==> src/rtl/fpu_ss_core_arbiter.sv <==
// fpu_ss_core_arbiter: shares a single fpu_ss issue port among NB_CORES cores.
// Round-robin issue arbitration with a grant lock held until the fpu_ss
// accepts. Per-core credit counters bound the number of in-flight
// instructions. Results are routed back combinationally by destination id.
module fpu_ss_core_arbiter #(
    parameter int NB_CORES        = 8,
    parameter int INSTR_W         = 32,
    parameter int MAX_OUTSTANDING = 4
) (
    input  logic                          clk_i,
    input  logic                          rst_ni,
    // core issue side
    input  logic [NB_CORES-1:0]           core_valid_i,
    output logic [NB_CORES-1:0]           core_ready_o,
    input  logic [NB_CORES*INSTR_W-1:0]   core_instr_i,
    // fpu_ss issue side
    output logic                          fpu_valid_o,
    input  logic                          fpu_ready_i,
    output logic [INSTR_W-1:0]            fpu_instr_o,
    output logic [31:0]                   fpu_core_id_o,
    // fpu_ss result side
    input  logic                          res_valid_i,
    output logic                          res_ready_o,
    input  logic [31:0]                   res_core_id_i,
    // core result side
    output logic [NB_CORES-1:0]           core_res_valid_o,
    input  logic [NB_CORES-1:0]           core_res_ready_i,
    output logic                          err_o
);

    localparam int PTR_W = (NB_CORES > 1) ? $clog2(NB_CORES) : 1;
    localparam int CNT_W = $clog2(MAX_OUTSTANDING + 1);
    localparam logic [CNT_W-1:0] CNT_MAX = CNT_W'(MAX_OUTSTANDING);

    localparam logic [0:0] ST_IDLE   = 1'b0;
    localparam logic [0:0] ST_LOCKED = 1'b1;

    logic [0:0]         state_q, state_d;
    logic [PTR_W-1:0]   rr_ptr_q, rr_ptr_d;
    logic [PTR_W-1:0]   gnt_id_q, gnt_id_d;
    logic [INSTR_W-1:0] gnt_instr_q, gnt_instr_d;
    logic [CNT_W-1:0]   cnt_q [NB_CORES];
    logic [CNT_W-1:0]   cnt_d [NB_CORES];
    logic               err_q;

    logic [NB_CORES-1:0] eligible;
    logic                pick_found;
    logic [PTR_W-1:0]    pick_id;
    logic [PTR_W-1:0]    cand;
    logic [INSTR_W-1:0]  pick_instr;

    logic                sel_valid;
    logic [PTR_W-1:0]    sel_id;
    logic [INSTR_W-1:0]  sel_instr;
    logic                issue_hs;

    logic                res_in_range;
    logic [PTR_W-1:0]    res_idx;

    // A core may be picked only while it requests and still holds a credit.
    always_comb begin
        for (int k = 0; k < NB_CORES; k++) begin
            eligible[k] = core_valid_i[k] && (cnt_q[k] < CNT_MAX);
        end
    end

    // Round-robin search: first eligible core at or after rr_ptr, wrapping.
    always_comb begin
        // NOTE: every combinational output gets a default before any branch,
        // otherwise a path that skips the assignment infers a latch.
        pick_found = 1'b0;
        pick_id    = '0;
        cand       = '0;
        for (int i = 0; i < NB_CORES; i++) begin
            cand = PTR_W'((int'(rr_ptr_q) + i) % NB_CORES);
            if (!pick_found && eligible[cand]) begin
                pick_found = 1'b1;
                pick_id    = cand;
            end
        end
    end

    assign pick_instr = core_instr_i[int'(pick_id)*INSTR_W +: INSTR_W];

    // Selected request: the latched grant while locked, the fresh pick otherwise.
    always_comb begin
        sel_valid = 1'b0;
        sel_id    = '0;
        sel_instr = '0;
        if (state_q == ST_LOCKED) begin
            sel_valid = 1'b1;
            sel_id    = gnt_id_q;
            sel_instr = gnt_instr_q;
        end else if (pick_found) begin
            sel_valid = 1'b1;
            sel_id    = pick_id;
            sel_instr = pick_instr;
        end
    end

    // The fresh pick is combinational from core_valid_i, so the issue outputs
    // are also gated by reset to stay quiet while rst_ni is low.
    assign fpu_valid_o   = rst_ni & sel_valid;
    assign fpu_instr_o   = fpu_valid_o ? sel_instr : '0;
    assign fpu_core_id_o = fpu_valid_o ? 32'(sel_id) : '0;
    assign issue_hs      = fpu_valid_o & fpu_ready_i;

    // Issue accept goes back only to the core whose request is on the bus.
    always_comb begin
        core_ready_o = '0;
        if (issue_hs) begin
            core_ready_o[sel_id] = 1'b1;
        end
    end

    assign res_in_range = (res_core_id_i < 32'(NB_CORES));
    assign res_idx      = res_core_id_i[PTR_W-1:0];

    // Result routing: one-hot valid to the destination core; results for a
    // non-existent core are swallowed so the fpu_ss never stalls on them.
    always_comb begin
        core_res_valid_o = '0;
        res_ready_o      = 1'b1;
        if (res_in_range) begin
            res_ready_o = core_res_ready_i[res_idx];
            if (res_valid_i) begin
                core_res_valid_o[res_idx] = 1'b1;
            end
        end
    end

    // Grant FSM and round-robin pointer next state.
    always_comb begin
        state_d     = state_q;
        gnt_id_d    = gnt_id_q;
        gnt_instr_d = gnt_instr_q;
        rr_ptr_d    = rr_ptr_q;
        case (state_q)
            ST_IDLE: begin
                if (pick_found && !fpu_ready_i) begin
                    state_d     = ST_LOCKED;
                    gnt_id_d    = pick_id;
                    gnt_instr_d = pick_instr;
                end
            end
            ST_LOCKED: begin
                if (fpu_ready_i) begin
                    state_d = ST_IDLE;
                end
            end
            default: state_d = ST_IDLE;
        endcase
        if (issue_hs) begin
            rr_ptr_d = (int'(sel_id) == NB_CORES - 1) ? '0 : sel_id + PTR_W'(1);
        end
    end

    // Credit counters: +1 on issue, -1 on delivered result, hold on both.
    always_comb begin
        for (int k = 0; k < NB_CORES; k++) begin
            cnt_d[k] = cnt_q[k];
            if (core_ready_o[k] && !(core_res_valid_o[k] && core_res_ready_i[k])) begin
                if (cnt_q[k] < CNT_MAX) begin
                    cnt_d[k] = cnt_q[k] + CNT_W'(1);
                end
            end else if (!core_ready_o[k] && core_res_valid_o[k] && core_res_ready_i[k]) begin
                if (cnt_q[k] != '0) begin
                    cnt_d[k] = cnt_q[k] - CNT_W'(1);
                end
            end
        end
    end

    // Control state registers; a reset abandons any held grant.
    always_ff @(posedge clk_i or negedge rst_ni) begin
        if (!rst_ni) begin
            state_q     <= ST_IDLE;
            rr_ptr_q    <= '0;
            gnt_id_q    <= '0;
            gnt_instr_q <= '0;
            err_q       <= 1'b0;
        end else begin
            // NOTE: sequential state uses non-blocking assignments so every
            // register samples the pre-edge values of its neighbours.
            state_q     <= state_d;
            rr_ptr_q    <= rr_ptr_d;
            gnt_id_q    <= gnt_id_d;
            gnt_instr_q <= gnt_instr_d;
            err_q       <= res_valid_i & ~res_in_range;
        end
    end

    // Credit counter array registers.
    always_ff @(posedge clk_i or negedge rst_ni) begin
        if (!rst_ni) begin
            // NOTE: this array is credit state, not a data store, so it must be
            // reset; leaving it undefined would block or over-admit cores.
            for (int k = 0; k < NB_CORES; k++) begin
                cnt_q[k] <= '0;
            end
        end else begin
            for (int k = 0; k < NB_CORES; k++) begin
                cnt_q[k] <= cnt_d[k];
            end
        end
    end

    assign err_o = err_q;

endmodule

==> config.mk <==
export PLATFORM = sky130hd
export DESIGN_NAME = fpu_ss_core_arbiter
export DESIGN_NICKNAME = d
export VERILOG_FILES = /design/src/rtl/fpu_ss_core_arbiter.sv
export SDC_FILE = /design/constraint.sdc
export NUM_CORES = 1
export LEC_CHECK = 0
export BUFFER_PORTS_ARGS = -buffer_cell sky130_fd_sc_hd__buf_2
export CAP_MARGIN = 20
export CORE_AREA = 10 10 143 145
export DETAILED_ROUTE_END_ITERATION = 12
export DIE_AREA = 0 0 153 155
export PLACE_DENSITY = 0.8
export SYNTH_ARGS = -nofsm -noshare
export SYNTH_HDL_FRONTEND = slang
export SYNTH_SLANG_ARGS = --single-unit
==> constraint.sdc <==
create_clock -name clk_i -period 7.3 [get_ports clk_i]
set_input_delay 1.46 -clock clk_i [delete_from_list [all_inputs] [get_ports clk_i]]
set_output_delay 1.46 -clock clk_i [all_outputs]
set_load 0.02 [all_outputs]
Yosys cells after proc, flatten, opt, wreduce, memory -nomap -nowiden
Index checks and enable logic that the tools add are counted.
- register bits: 64
- output and inout port bits: 83
- $add $sub $neg: 24
- order comparisons: 21
- equal/unequal tests: 9
- shift operators: 1
- muxes and demuxes: 86
- bitwise logic cells: 5
- reduce and logical (&&, ||, !) cells: 107
- operators with widths (cell ; count):
    256-bit by 9-bit indexed part select with 32-bit output ; 1
    3-bit two-way mux ; 44
    32-bit two-way mux ; 3
    1-bit logical AND ; 50
    3-bit by 4-bit < comparator with 1-bit output (second input constant) ; 10
    32-bit by 4-bit < comparator with 1-bit output (second input constant) ; 1
    2-bit nonzero test ; 16
    3-bit by 1-bit adder with 3-bit output (second input constant) ; 10
    1-bit binary-select mux with 3-bit select ; 9
    1-bit zero test ; 24
    3-bit < comparator (second input constant) ; 8
    1-bit two-way mux ; 24
    8-bit two-way mux ; 3
    3-bit AND reduction ; 8
    3-bit nonzero test ; 8
    3-bit by 1-bit subtractor with 3-bit output (second input constant) ; 8
    3-bit adder (second input constant) ; 4
    2-bit by 1-bit inequality test with 1-bit output (second input constant) ; 5
    3-bit by 2-bit adder with 3-bit output (second input constant) ; 2
    1-bit demux with 3-bit select ; 2
    3-bit by 1-bit >= comparator with 1-bit output (second input constant) ; 2
    2-bit inequality test (second input constant) ; 3
    1-bit AND ; 3
    3-bit by 1-bit == test with 1-bit output (second input constant) ; 1
    3 further kinds ; 4

Depth between registers and ports, before layout
Gate-level depths: netlist (run 1).
- depth after elaboration: 38
- depth in mapped cells: 20

Worst setup path after synthesis (run 1)
Ideal clock, no wire load.
- path type: input port to output port
- from: in core_valid_i[7]
- to: out fpu_instr_o[14]
- arrival: 4408 ps
- required time: 5840 ps
- slack: 1432 ps
- stages on the path: 11
- cell sequence: nor2b_1 -> mux4_2 -> mux2_2 -> a211o_1 -> or4_1 -> a21oi_1 -> buf_2 -> buf_2 -> mux2i_1 -> a22oi_1 -> nand2_1
- longest elaborated chain between the ends: 29
- elaborated cells between the ends (all ways): 54
- ends and longest elaborated chain (what ; RTL line ; RTL):
    from (decl) ; 13 ; input logic [NB_CORES-1:0] core_valid_i,
    1-bit logical AND (*) ; 63 ; eligible[k] = core_valid_i[k] && (cnt_q[k] < CNT_MAX);
    1-bit binary-select mux with 3-bit select ; 76 ; if (!pick_found && eligible[cand]) begin
    1-bit two-way mux (implied by the code) ; 76 ;
    1-bit two-way mux ; 76 ;
    1-bit zero test ; 76 ;
    1-bit logical AND ; 76 ;
    1-bit two-way mux ; 76 ;
    1-bit zero test ; 76 ;
    (+13 left out) ; - ;
    1-bit two-way mux ; 76 ;
    1-bit zero test ; 76 ;
    1-bit logical AND ; 76 ;
    3-bit two-way mux or 1-bit two-way mux (tied branches) ; 76 ;
    256-bit by 9-bit indexed part select with 32-bit output or 1-bit two-way mux (tied branches) ; 83, 94 ;
    32-bit two-way mux or 1-bit two-way mux (tied branches) ; 94, 90 ;
    32-bit two-way mux or 1-bit AND (tied branches) ; 90, 103 ;
    32-bit two-way mux (*) ; 104 ; assign fpu_instr_o = fpu_valid_o ? sel_instr : '0;
    to (decl) ; 19 ; output logic [INSTR_W-1:0] fpu_instr_o,
Every way passes the cells marked *; elsewhere a longest branch is shown, timed or not. The select of a mux whose other input is x is not followed.

Final worst setup path (run 1)
- from: reg rr_ptr_q[1]
- to: out fpu_instr_o[30]
- longest elaborated chain between the ends: 28
- elaborated cells between the ends (all ways): 60
- ends and longest elaborated chain (what ; RTL line ; RTL):
    from (decl) ; 39 ; logic [PTR_W-1:0] rr_ptr_q, rr_ptr_d;
    from (signal assigned) ; 186 ; rr_ptr_q <= rr_ptr_d;
    parallel branches: the longest is 27 deep, another holds 3-bit by 1-bit adder with 3-bit output ; - ;
    32-bit two-way mux (*) ; 104 ;
Every way passes the cells marked *. The select of a mux whose other input is x is not followed.

==> impl_metrics.env, run 1 <==
export IMPL_status="finished clean"
export IMPL_crit_start="rr_ptr_q[1]$_DFFE_PN0N_"
export IMPL_critical_path_required_ns=5.84
export IMPL_fillerInstances=1596
export IMPL_cts_sinks=64
export IMPL_cp_end_kind="primary output"
export IMPL_ys_flop_type="dfrtp_1"
export IMPL_min_delay_start="cnt_q[6]$_DFFE_PN0P_"
export IMPL_via_per_inst=5.69
export IMPL_worstHoldPathType="reg2reg"
export IMPL_period_needed_ns=6.52
export IMPL_post_route_period_util=0.894
export IMPL_synth_edf_count=0
export IMPL_internal_power_mw=3.21
export IMPL_seqPwrFrac=0.093
export IMPL_yosys_area_top_type="mux2i_1"
export IMPL_cp_max_fo=65
export IMPL_skew_ns=0.00589
export IMPL_yosysWarnings=0
export IMPL_synthAdderAreaFrac=0.0249
export IMPL_cts_hold_buffers=0
export IMPL_area_growth_pct=27.1
export IMPL_post_drt_wl_per_cell_um=20.6
export IMPL_leakage_nw=5.33
export IMPL_yosys_area_share_simple=0.170
export IMPL_die_area_um2=23700
export IMPL_cts_max_level=3
export IMPL_slew_viol_final=0
export IMPL_syn_inst=923
export IMPL_via_count=8495
export IMPL_async_flop_share=1.00
export IMPL_yosys_area_share_xor_xnor=0.0162
export IMPL_drt_iter0_markers=474
export IMPL_crit_type="reg2out"
export IMPL_tns_ns=0
export IMPL_antenna_found_initial=10
export IMPL_io_buffers=361
export IMPL_postCtsSetupBuffers=0
export IMPL_p_sw_frac=0.539
export IMPL_ys_ff_latch=64
export IMPL_synth_top_family_by_area="multiplexers"
export IMPL_design_area_um2=10200
export IMPL_max_cap_violations=0
export IMPL_synth_area_um2=8040
export IMPL_start_util=0.455
export IMPL_overflow=0
export IMPL_tightest_slew_ns=0.900
export IMPL_yosysMostFrequentCell="mux2i_1"
export IMPL_wl_met2_um=15600
export IMPL_synthTopCellsByArea="mux2i_1 (29%), dfrtp_1 (20%), mux4_2 (4.5%)"
export IMPL_grt_max_degree=70
export IMPL_grt_use_total=0.242
export IMPL_worstSetupStartpointType="register"
export IMPL_finalCoreUtilization=0.579
export IMPL_rows=49
export IMPL_chipHeight_um=155
export IMPL_crit_family="multiplexers"
export IMPL_cellPowerDensity_nw_per_um2=682
export IMPL_p_sw_mw=3.76
export IMPL_ant_nets=0
export IMPL_r2r_start="rr_ptr_q[1]$_DFFE_PN0N_"
export IMPL_max_stage_delay_ns=0.70
export IMPL_drive_gt1_frac=0.354
export IMPL_max_slew_margin=0.400
export IMPL_cts_buffer_depth=2
export IMPL_synth_area_per_cell_um2=8.71
export IMPL_grt_pass1_wl_um=47000
export IMPL_clk_latency_ns=0.34
export IMPL_p_comb_frac=0.850
export IMPL_setup_violations_final=0
export IMPL_path_buf_inv=3
export IMPL_first_pass_iters=5
export IMPL_synth_common_cells="mux2i_1 (236), nand2_1 (92), dfrtp_1 (64), nor2_1 (61), a21oi_1 (49)"
export IMPL_peakVddDrop_v=0.000584
export IMPL_placed_area_um2=9930
export IMPL_critPathArrivalTime_ns=5.06
export IMPL_core_area_um2=17700
export IMPL_cts_resized=0
export IMPL_synthMuxAreaShare=0.355
export IMPL_synth_top_cell_area_share=0.294
export IMPL_numCtsBuffers=9
export IMPL_cts_tree="yes"
export IMPL_cp_slowest_cell="dfrtp_1"
export IMPL_highest_layer="met5"
export IMPL_gp_congestion=0.950
export IMPL_io_pins=391
export IMPL_synth_sequential_area_ratio=0.199
export IMPL_path_cells="inv_2 -> ha_1 -> xnor2_1 -> mux4_2 -> a211o_1 -> or4_1 -> a21oi_4 -> buf_12 -> mux2i_1 -> a22oi_1 -> nand2_1 -> buf_2"
export IMPL_finalWirelength_um=30900
export IMPL_drc=0
export IMPL_root_buffer="clkbuf_16"
export IMPL_max_clock_freq_ghz=0.153
export IMPL_yosysUniqueCellTypes=87
export IMPL_grt_pass1_vias=8841
export IMPL_rsz0062_at_grt="false"
export IMPL_synth_compound_area_frac=0.158
export IMPL_fin_total_pwr_mw=6.97
export IMPL_wl_met1_um=11900
export IMPL_dp_hpwl_um=25200
export IMPL_hold_violations=0
export IMPL_final_nets=1572
export IMPL_wl_met3_um=2650
export IMPL_clk_pin_slew_worst_paths_ns=0.05
export IMPL_die_w_um=153
export IMPL_p_clk_frac=0.057
[metal layers]
layer	up-vias	track usage
met5	-	0
met4	2	0.0872
met3	45	0.0653
met2	406	0.418
met1	3997	0.282
li1	4045	-
[through the flow]
stage | instances | worst slack (ns) | hold WS [ns]
global placement | 1469 | 0.847 | 0.495
CTS | 1485 | 0.773 | 0.508
global route | 1493 | 0.529 | 0.523
floorplan | 951 | 1.43 | 0.470
detailed placement | 1469 | 0.798 | 0.497
finish | 1494 | 0.776 | 0.511
[logic make-up (layout without fill, tap and decap cells)]
| family | Yosys count | in the layout |
|---|---|---|
| other | 1 | 38 |
| and+or+nand+nor | 271 | 271 |
| adders and majority gates | 13 | 13 |
| DFF | 64 | 64 |
| muxes | 264 | 264 |
| xor gates and xnor gates | 14 | 14 |
| AOI/OAI and AO/OA | 177 | 177 |
| buffers and inverters | 119 | 424 |
[registers in the layout (all words and copies together) (netlist names)]
signal / count
gnt_instr_q: 32
rr_ptr_q: 3
state_q: 1
err_o: 1
gnt_id_q: 3
cnt_q: 24
[cell type report]
class	instances	area, um2	area share
Inverter	30	113	0.0110
Timing Repair Buffer	378	1960	0.192
Tap cell	229	287	0.0280
Antenna cell	9	22.5	0.00220
Sequential cell	64	1600	0.157
Clock inverter	4	20.0	0.00196
Multi-Input combinational cell	768	5970	0.584
Clock buffer	12	246	0.0241
[power by group through the flow]
stage / sequential, mW / clock (mW) / combinational, mW
after floorplan: 0.605 / 0 / 4.67
after global placement: 0.646 / 0 / 5.79
after detailed placement: 0.651 / 0 / 5.89
after CTS: 0.647 / 0.408 / 5.91
after global routing: 0.670 / 0.417 / 6.40
final: 0.648 / 0.397 / 5.92
[layout by cell type (no fill, tap or decap), types with 3 or more instances in the layout]
cell type  instances
nand2b_1          14
nor4_1            11
dfrtp_1           64
and2_1             5
mux2_1             5
conb_1            29
mux2i_1          236
nand4_1           10
o21ai_0           15
xnor2_1            4
nor3_1            22
a21oi_1           48
buf_2            360
inv_1             28
a211o_1            4
nand3_1            9
clkinv_2           4
mux4_2            16
xor2_1             9
buf_4             16
fa_1               5
nor3_2             3
a22oi_1           34
and3_1             4
a211oi_1          12
nor2b_1           11
a21o_1             5
o22ai_1            5
o31ai_1            4
nand2_1           92
nor2_1            59
diode_2            9
mux2_2             7
clkbuf_16          9
o21a_1             5
ha_1               8
a221oi_1          11
[worst paths after layout]
kind,to,slack [ns],depth (start not counted)
setup / recovery,fpu_instr_o[30],0.78,12
hold / removal,cnt_q[6]$_DFFE_PN0P_,0.51,1
setup reg to reg,cnt_q[8]$_DFFE_PN0P_,1.51,16
hold reg to reg,cnt_q[6]$_DFFE_PN0P_,0.51,1
max in group asynchronous,gnt_instr_q[31]$_DFFE_PN0P_,5.30,2
min in group asynchronous,cnt_q[23]$_DFFE_PN0P_,1.38,2
(Power assumes the default switching activity.)
==> run 2: changes to the inputs <==
--- a/config.mk
+++ b/config.mk
@@ -10,6 +10,7 @@
 export CORE_AREA = 10 10 143 145
 export DETAILED_ROUTE_END_ITERATION = 12
 export DIE_AREA = 0 0 153 155
+export MAX_ROUTING_LAYER = met4
 export PLACE_DENSITY = 0.8
 export SYNTH_ARGS = -nofsm -noshare
 export SYNTH_HDL_FRONTEND = slang
==> run 2 against run 1 <==
Against the previous run: clock skew grew 0.00060 ns; critical path depth grew 1; utilization grew 0.43 points; sequential cell count is the same; first-iteration DRC count grew 26%; worst setup slack lost 0.013 ns; maximum frequency shrank 0.20%; register-to-register slack gained 0.30 ns; cell count is the same; clock power grew 16%; power grew 2.3%; sequential power shrank 2%.
==> impl_metrics.env, run 2 (synthesized netlist as in run 1, its figures left out) <==
export IMPL_busiest_layer="met2"
export IMPL_cp_end_kind="primary output"
export IMPL_io_buffers=361
export IMPL_cts_resized=0
export IMPL_setup_violations_final=0
export IMPL_cts_buffer_depth=2
export IMPL_layout_commonest_cell="buf_2"
export IMPL_critPathArrivalTime_ns=5.08
export IMPL_cts_tree="yes"
export IMPL_io_pins=391
export IMPL_drc=0
export IMPL_cp_max_fo=48
export IMPL_gp_congestion=0.985
export IMPL_ant_nets=0
export IMPL_max_clock_freq_ghz=0.153
export IMPL_post_route_period_util=0.896
export IMPL_numCtsBuffers=9
export IMPL_mostFrequentLayoutCells="buf_2 (360), mux2i_1 (236), nand2_1 (92)"
export IMPL_clk_latency_ns=0.33
export IMPL_die_w_um=153
export IMPL_grt_met1_usage=0.291
export IMPL_antenna_found_initial=6
export IMPL_finalWirelength_um=30900
export IMPL_grt_use_total=0.249
export IMPL_grt_max_degree=49
export IMPL_die_area_um2=23700
export IMPL_hold_violations=0
export IMPL_drt_iter0_markers=598
export IMPL_grt_pass1_vias=8662
export IMPL_via_count=8544
export IMPL_worstHoldPathType="reg2reg"
export IMPL_tightest_slew_ns=0.865
export IMPL_rsz0062_at_grt="false"
export IMPL_final_nets=1575
export IMPL_cts_max_level=3
export IMPL_start_util=0.455
export IMPL_largestRegisters="gnt_instr_q: 32 flops, cnt_q: 24 flops"
export IMPL_via_per_inst=5.72
export IMPL_tns_ns=0
export IMPL_rows=49
export IMPL_postCtsSetupBuffers=0
export IMPL_regMostFlops="gnt_instr_q"
export IMPL_leakage_nw=5.37
export IMPL_max_slew_margin=0.423
export IMPL_grt_pass1_wl_um=47000
export IMPL_root_buffer="clkbuf_16"
export IMPL_chipHeight_um=155
export IMPL_crit_type="in2out"
export IMPL_first_pass_iters=5
export IMPL_largest_reg_flops=32
export IMPL_cts_sinks=64
export IMPL_core_area_um2=17700
export IMPL_peakVddDrop_v=0.000591
export IMPL_skew_ns=0.00649
export IMPL_placed_area_um2=9970
export IMPL_worstSetupStartpointType="input port"
export IMPL_grt_use_met2=0.414
export IMPL_overflow=0
export IMPL_period_needed_ns=6.54
export IMPL_dp_hpwl_um=25500
export IMPL_post_drt_wl_per_cell_um=20.7
export IMPL_slew_viol_final=0
export IMPL_clk_pin_slew_worst_paths_ns=0.05
export IMPL_status="finished clean"
export IMPL_max_cap_violations=0
export IMPL_critical_path_required_ns=5.84
export IMPL_drive_gt1_frac=0.354
export IMPL_cts_hold_buffers=0
export IMPL_setup_ws_ns=0.762
export IMPL_cellPowerDensity_nw_per_um2=693
export IMPL_pre_cts_ws_ns=0.815
export IMPL_design_area_um2=10300
export IMPL_area_growth_pct=28.0
export IMPL_use_met3=0.0601
## run 2: cell types whose count changed in the layout (fill, tap and decap cells not counted)
| cell | previous run | this run |
|---|---|---|
| bufinv_16 | 0 | 2 |
| buf_4 | 16 | 18 |
| buf_12 | 2 | 3 |
| diode_2 | 9 | 6 |
| clkinv_2 | 4 | 1 |
| clkbuf_1 | 2 | 3 |
## run 2: report_power, final
group	internal, mW	switching [mW]	total [mW]
registers	0.511	0.126	0.637
clock network	0.308	0.153	0.461
logic	2.52	3.51	6.03
## run 2: worst paths after layout
check / cells past startpoint / startpoint / end / slack, ns
setup / recovery: 13 / core_valid_i[7] / fpu_instr_o[8] / 0.76
hold / removal: 1 / cnt_q[6]$_DFFE_PN0P_ / cnt_q[6]$_DFFE_PN0P_ / 0.51
setup reg to reg: 16 / rr_ptr_q[1]$_DFFE_PN0N_ / cnt_q[8]$_DFFE_PN0P_ / 1.81
hold reg to reg: 1 / cnt_q[6]$_DFFE_PN0P_ / cnt_q[6]$_DFFE_PN0P_ / 0.51
max in group asynchronous: 2 / rst_ni / gnt_instr_q[14]$_DFFE_PN0P_ / 5.37
min in group asynchronous: 1 / rst_ni / cnt_q[22]$_DFFE_PN0P_ / 1.12
## run 2: area by class of cell
cell class | instances | area, um2
inverter | 30 | 113
tap | 229 | 287
clock inverter | 3 | 65.1
clock buffer | 13 | 250
antenna | 6 | 15.0
multi-input combinational | 768 | 5970
timing repair buffer | 381 | 2000
sequential | 64 | 1600
fill | 1543 | 7360
## run 2: critical path, cell delays in order
cell      delay (ns)
buf_2           0.11
nor2b_1         0.18
mux4_2          0.51
mux2_2          0.34
a211oi_2        0.45
nand3_1         0.17
a32o_4          0.59
buf_4           0.37
mux2i_1         0.20
mux2i_1         0.12
a22oi_1         0.20
nand2_1         0.14
buf_2           0.19
## run 2: metal layers
metal	part of all wire	up-vias
met5	0	-
met4	0.025	0
met3	0.085	52
met2	0.50	451
met1	0.39	3982
li1	-	4059
## run 2: through the flow
step,total power [mW],util,hold WS (ns),instances
after floorplan,5.28,-,0.470,951
after global placement,6.52,0.564,0.497,1472
after detailed placement,6.63,0.564,0.506,1472
after CTS,7.11,0.582,0.513,1488
after global routing,7.64,0.583,0.537,1494
final,7.13,0.583,0.511,1494
==> run 3: changes to the inputs <==
--- a/config.mk
+++ b/config.mk
@@ -7,11 +7,12 @@
 export LEC_CHECK = 0
 export BUFFER_PORTS_ARGS = -buffer_cell sky130_fd_sc_hd__buf_2
 export CAP_MARGIN = 20
-export CORE_AREA = 10 10 143 145
+export CORE_ASPECT_RATIO = 1.75
+export CORE_MARGIN = 10
+export CORE_UTILIZATION = 45
 export DETAILED_ROUTE_END_ITERATION = 12
-export DIE_AREA = 0 0 153 155
 export MAX_ROUTING_LAYER = met4
-export PLACE_DENSITY = 0.8
+export PLACE_DENSITY = 0.78
 export SYNTH_ARGS = -nofsm -noshare
 export SYNTH_HDL_FRONTEND = slang
 export SYNTH_SLANG_ARGS = --single-unit
==> run 3 against run 2 <==
Against the previous run: power shrank 1.2%; first-iteration DRC count shrank 27%; critical endpoint is now fpu_instr_o[1]; largest cell class unchanged; wire length fell by 2.3%; combinational power down 0.7%; non-clock buffer count increased by 1; sequential cell count is the same; clock power is 12% lower; hold slack worse by 0.0098 ns.
==> impl_metrics.env, run 3 (synthesized netlist as in run 1, its figures left out) <==
export IMPL_via_per_inst=5.70
export IMPL_die_w_um=121
export IMPL_die_area_um2=23800
export IMPL_post_drt_wl_per_cell_um=20.2
export IMPL_antenna_found_initial=0
export IMPL_whs_ns=0.501
export IMPL_post_route_period_util=0.897
export IMPL_critical_path_required_ns=5.84
export IMPL_peakVddDrop_v=0.000484
export IMPL_root_buffer="clkbuf_16"
export IMPL_leakage_nw=5.35
export IMPL_ant_nets=0
export IMPL_critPathArrivalTime_ns=5.09
export IMPL_fin_total_pwr_mw=7.04
export IMPL_setup_ws_ns=0.749
export IMPL_drt_iter0_markers=437
export IMPL_period_needed_ns=6.55
export IMPL_max_cap_violations=0
export IMPL_cts_buffer_depth=2
export IMPL_setup_violations_final=0
export IMPL_tightest_slew_ns=0.847
export IMPL_seqPwrFrac=0.092
export IMPL_largest_reg_flops=32
export IMPL_max_stage_delay_ns=0.57
export IMPL_skew_ns=0.0116
export IMPL_path_cells="buf_2 -> nor2b_1 -> mux4_2 -> mux2_2 -> a211oi_2 -> nand3_1 -> a32o_4 -> buf_12 -> buf_4 -> mux2i_1 -> mux2i_1 -> a22oi_1 -> nand2_1 -> buf_2"
export IMPL_drive_gt1_frac=0.357
export IMPL_mostFrequentLayoutCells="buf_2 (361), mux2i_1 (236), nand2_1 (92)"
export IMPL_rows=64
export IMPL_cts_sinks=64
export IMPL_area_growth_pct=27.4
export IMPL_gp_congestion=1.02
export IMPL_first_pass_iters=5
export IMPL_grt_pass1_wl_um=46900
export IMPL_crit_type="in2out"
export IMPL_regMostFlops="gnt_instr_q"
export IMPL_finalWirelength_um=30200
export IMPL_chipHeight_um=197
export IMPL_p_comb_frac=0.850
export IMPL_grt_max_degree=70
export IMPL_clk_latency_ns=0.33
export IMPL_drc=0
export IMPL_max_clock_freq_ghz=0.153
export IMPL_cts_resized=0
export IMPL_p_clk_frac=0.058
export IMPL_start_util=0.459
export IMPL_clk_pin_slew_worst_paths_ns=0.05
export IMPL_cellPowerDensity_nw_per_um2=687
export IMPL_final_nets=1576
export IMPL_io_pins=391
export IMPL_worstHoldPathType="reg2reg"
export IMPL_grt_pass1_vias=9115
export IMPL_rsz0062_at_grt="false"
export IMPL_grt_use_total=0.249
export IMPL_dp_hpwl_um=25100
export IMPL_internal_power_mw=3.25
export IMPL_via_count=8503
export IMPL_slew_viol_final=0
export IMPL_p_sw_mw=3.79
export IMPL_largestRegisters="gnt_instr_q: 32 flops, cnt_q: 24 flops"
export IMPL_path_buf_inv=4
export IMPL_cp_slowest_cell="a32o_4"
export IMPL_diodes=0
export IMPL_cts_max_level=3
export IMPL_cp_max_fo=55
export IMPL_status="finished clean"
export IMPL_cts_tree="yes"
export IMPL_crit_family="compound AO/OA/AOI/OAI gates"
export IMPL_overflow=0
export IMPL_pre_cts_ws_ns=0.781
export IMPL_layout_commonest_cell="buf_2"
export IMPL_worstSetupStartpointType="input port"
export IMPL_tns_ns=0
export IMPL_max_slew_margin=0.431
export IMPL_p_sw_frac=0.538
export IMPL_hold_violations=0
export IMPL_cp_end_kind="primary output"
export IMPL_io_buffers=361
export IMPL_numCtsBuffers=9
export IMPL_cts_hold_buffers=0
export IMPL_postCtsSetupBuffers=0
export IMPL_core_area_um2=17500
## run 3: changes by cell type in the layout (fill, tap and decap cells not counted), sizes merged, moves of 2 or more
| cell | change |
|---|---|
| bufinv | -2 |
| clkbuf | -3 |
| clkinv | +3 |
| diode | -6 |
## run 3: metal layers
metal / GRT usage / share of wire / up-vias
li1: - / - / 4048
met1: 0.249 / 0.36 / 4036
met2: 0.454 / 0.54 / 349
met3: 0.0421 / 0.053 / 70
met4: 0.123 / 0.043 / 0
met5: - / 0 / -
## run 3: area by class of cell
| cell class | count | area [um2] |
|---|---|---|
| well taps | 231 | 289 |
| clock inverters | 6 | 43.8 |
| inverters | 30 | 113 |
| repair buffers | 382 | 1990 |
| fillers | 1623 | 7290 |
| multi-input cells | 768 | 5970 |
| flip-flops and latches | 64 | 1600 |
| clock buffers | 10 | 239 |
## run 3: through the flow
step | util | std cells | area, um2
2_1_floorplan | - | 951 | 8150
3_3_place_gp | 0.568 | 1475 | 9960
3_5_place_dp | 0.568 | 1475 | 9960
4_1_cts | 0.584 | 1491 | 10200
5_1_grt | 0.584 | 1491 | 10200
6_report | 0.584 | 1491 | 10200
## run 3: power by group through the flow
stage               Sequential, mW  Clock [mW]  Combinational (mW)
floorplan                    0.605           0                4.67
global placement             0.644           0                5.87
detailed placement           0.651           0                5.97
CTS                          0.647       0.414                5.98
global route                 0.670       0.431                6.45
finish                       0.647       0.406                5.99
## run 3: path summary, 6_finish.rpt
kind	start	endpoint	slack [ns]	depth (start not counted)
worst max-delay path	core_valid_i[2]	fpu_instr_o[1]	0.75	14
worst min-delay path	cnt_q[6]$_DFFE_PN0P_	cnt_q[6]$_DFFE_PN0P_	0.50	1
worst max register to register	rr_ptr_q[0]$_DFFE_PN0N_	cnt_q[2]$_DFFE_PN0P_	1.76	14
worst min register to register	cnt_q[6]$_DFFE_PN0P_	cnt_q[6]$_DFFE_PN0P_	0.50	1
max in group asynchronous	rst_ni	gnt_instr_q[31]$_DFFE_PN0P_	5.11	2
min in group asynchronous	rst_ni	rr_ptr_q[1]$_DFFE_PN0N_	1.16	1
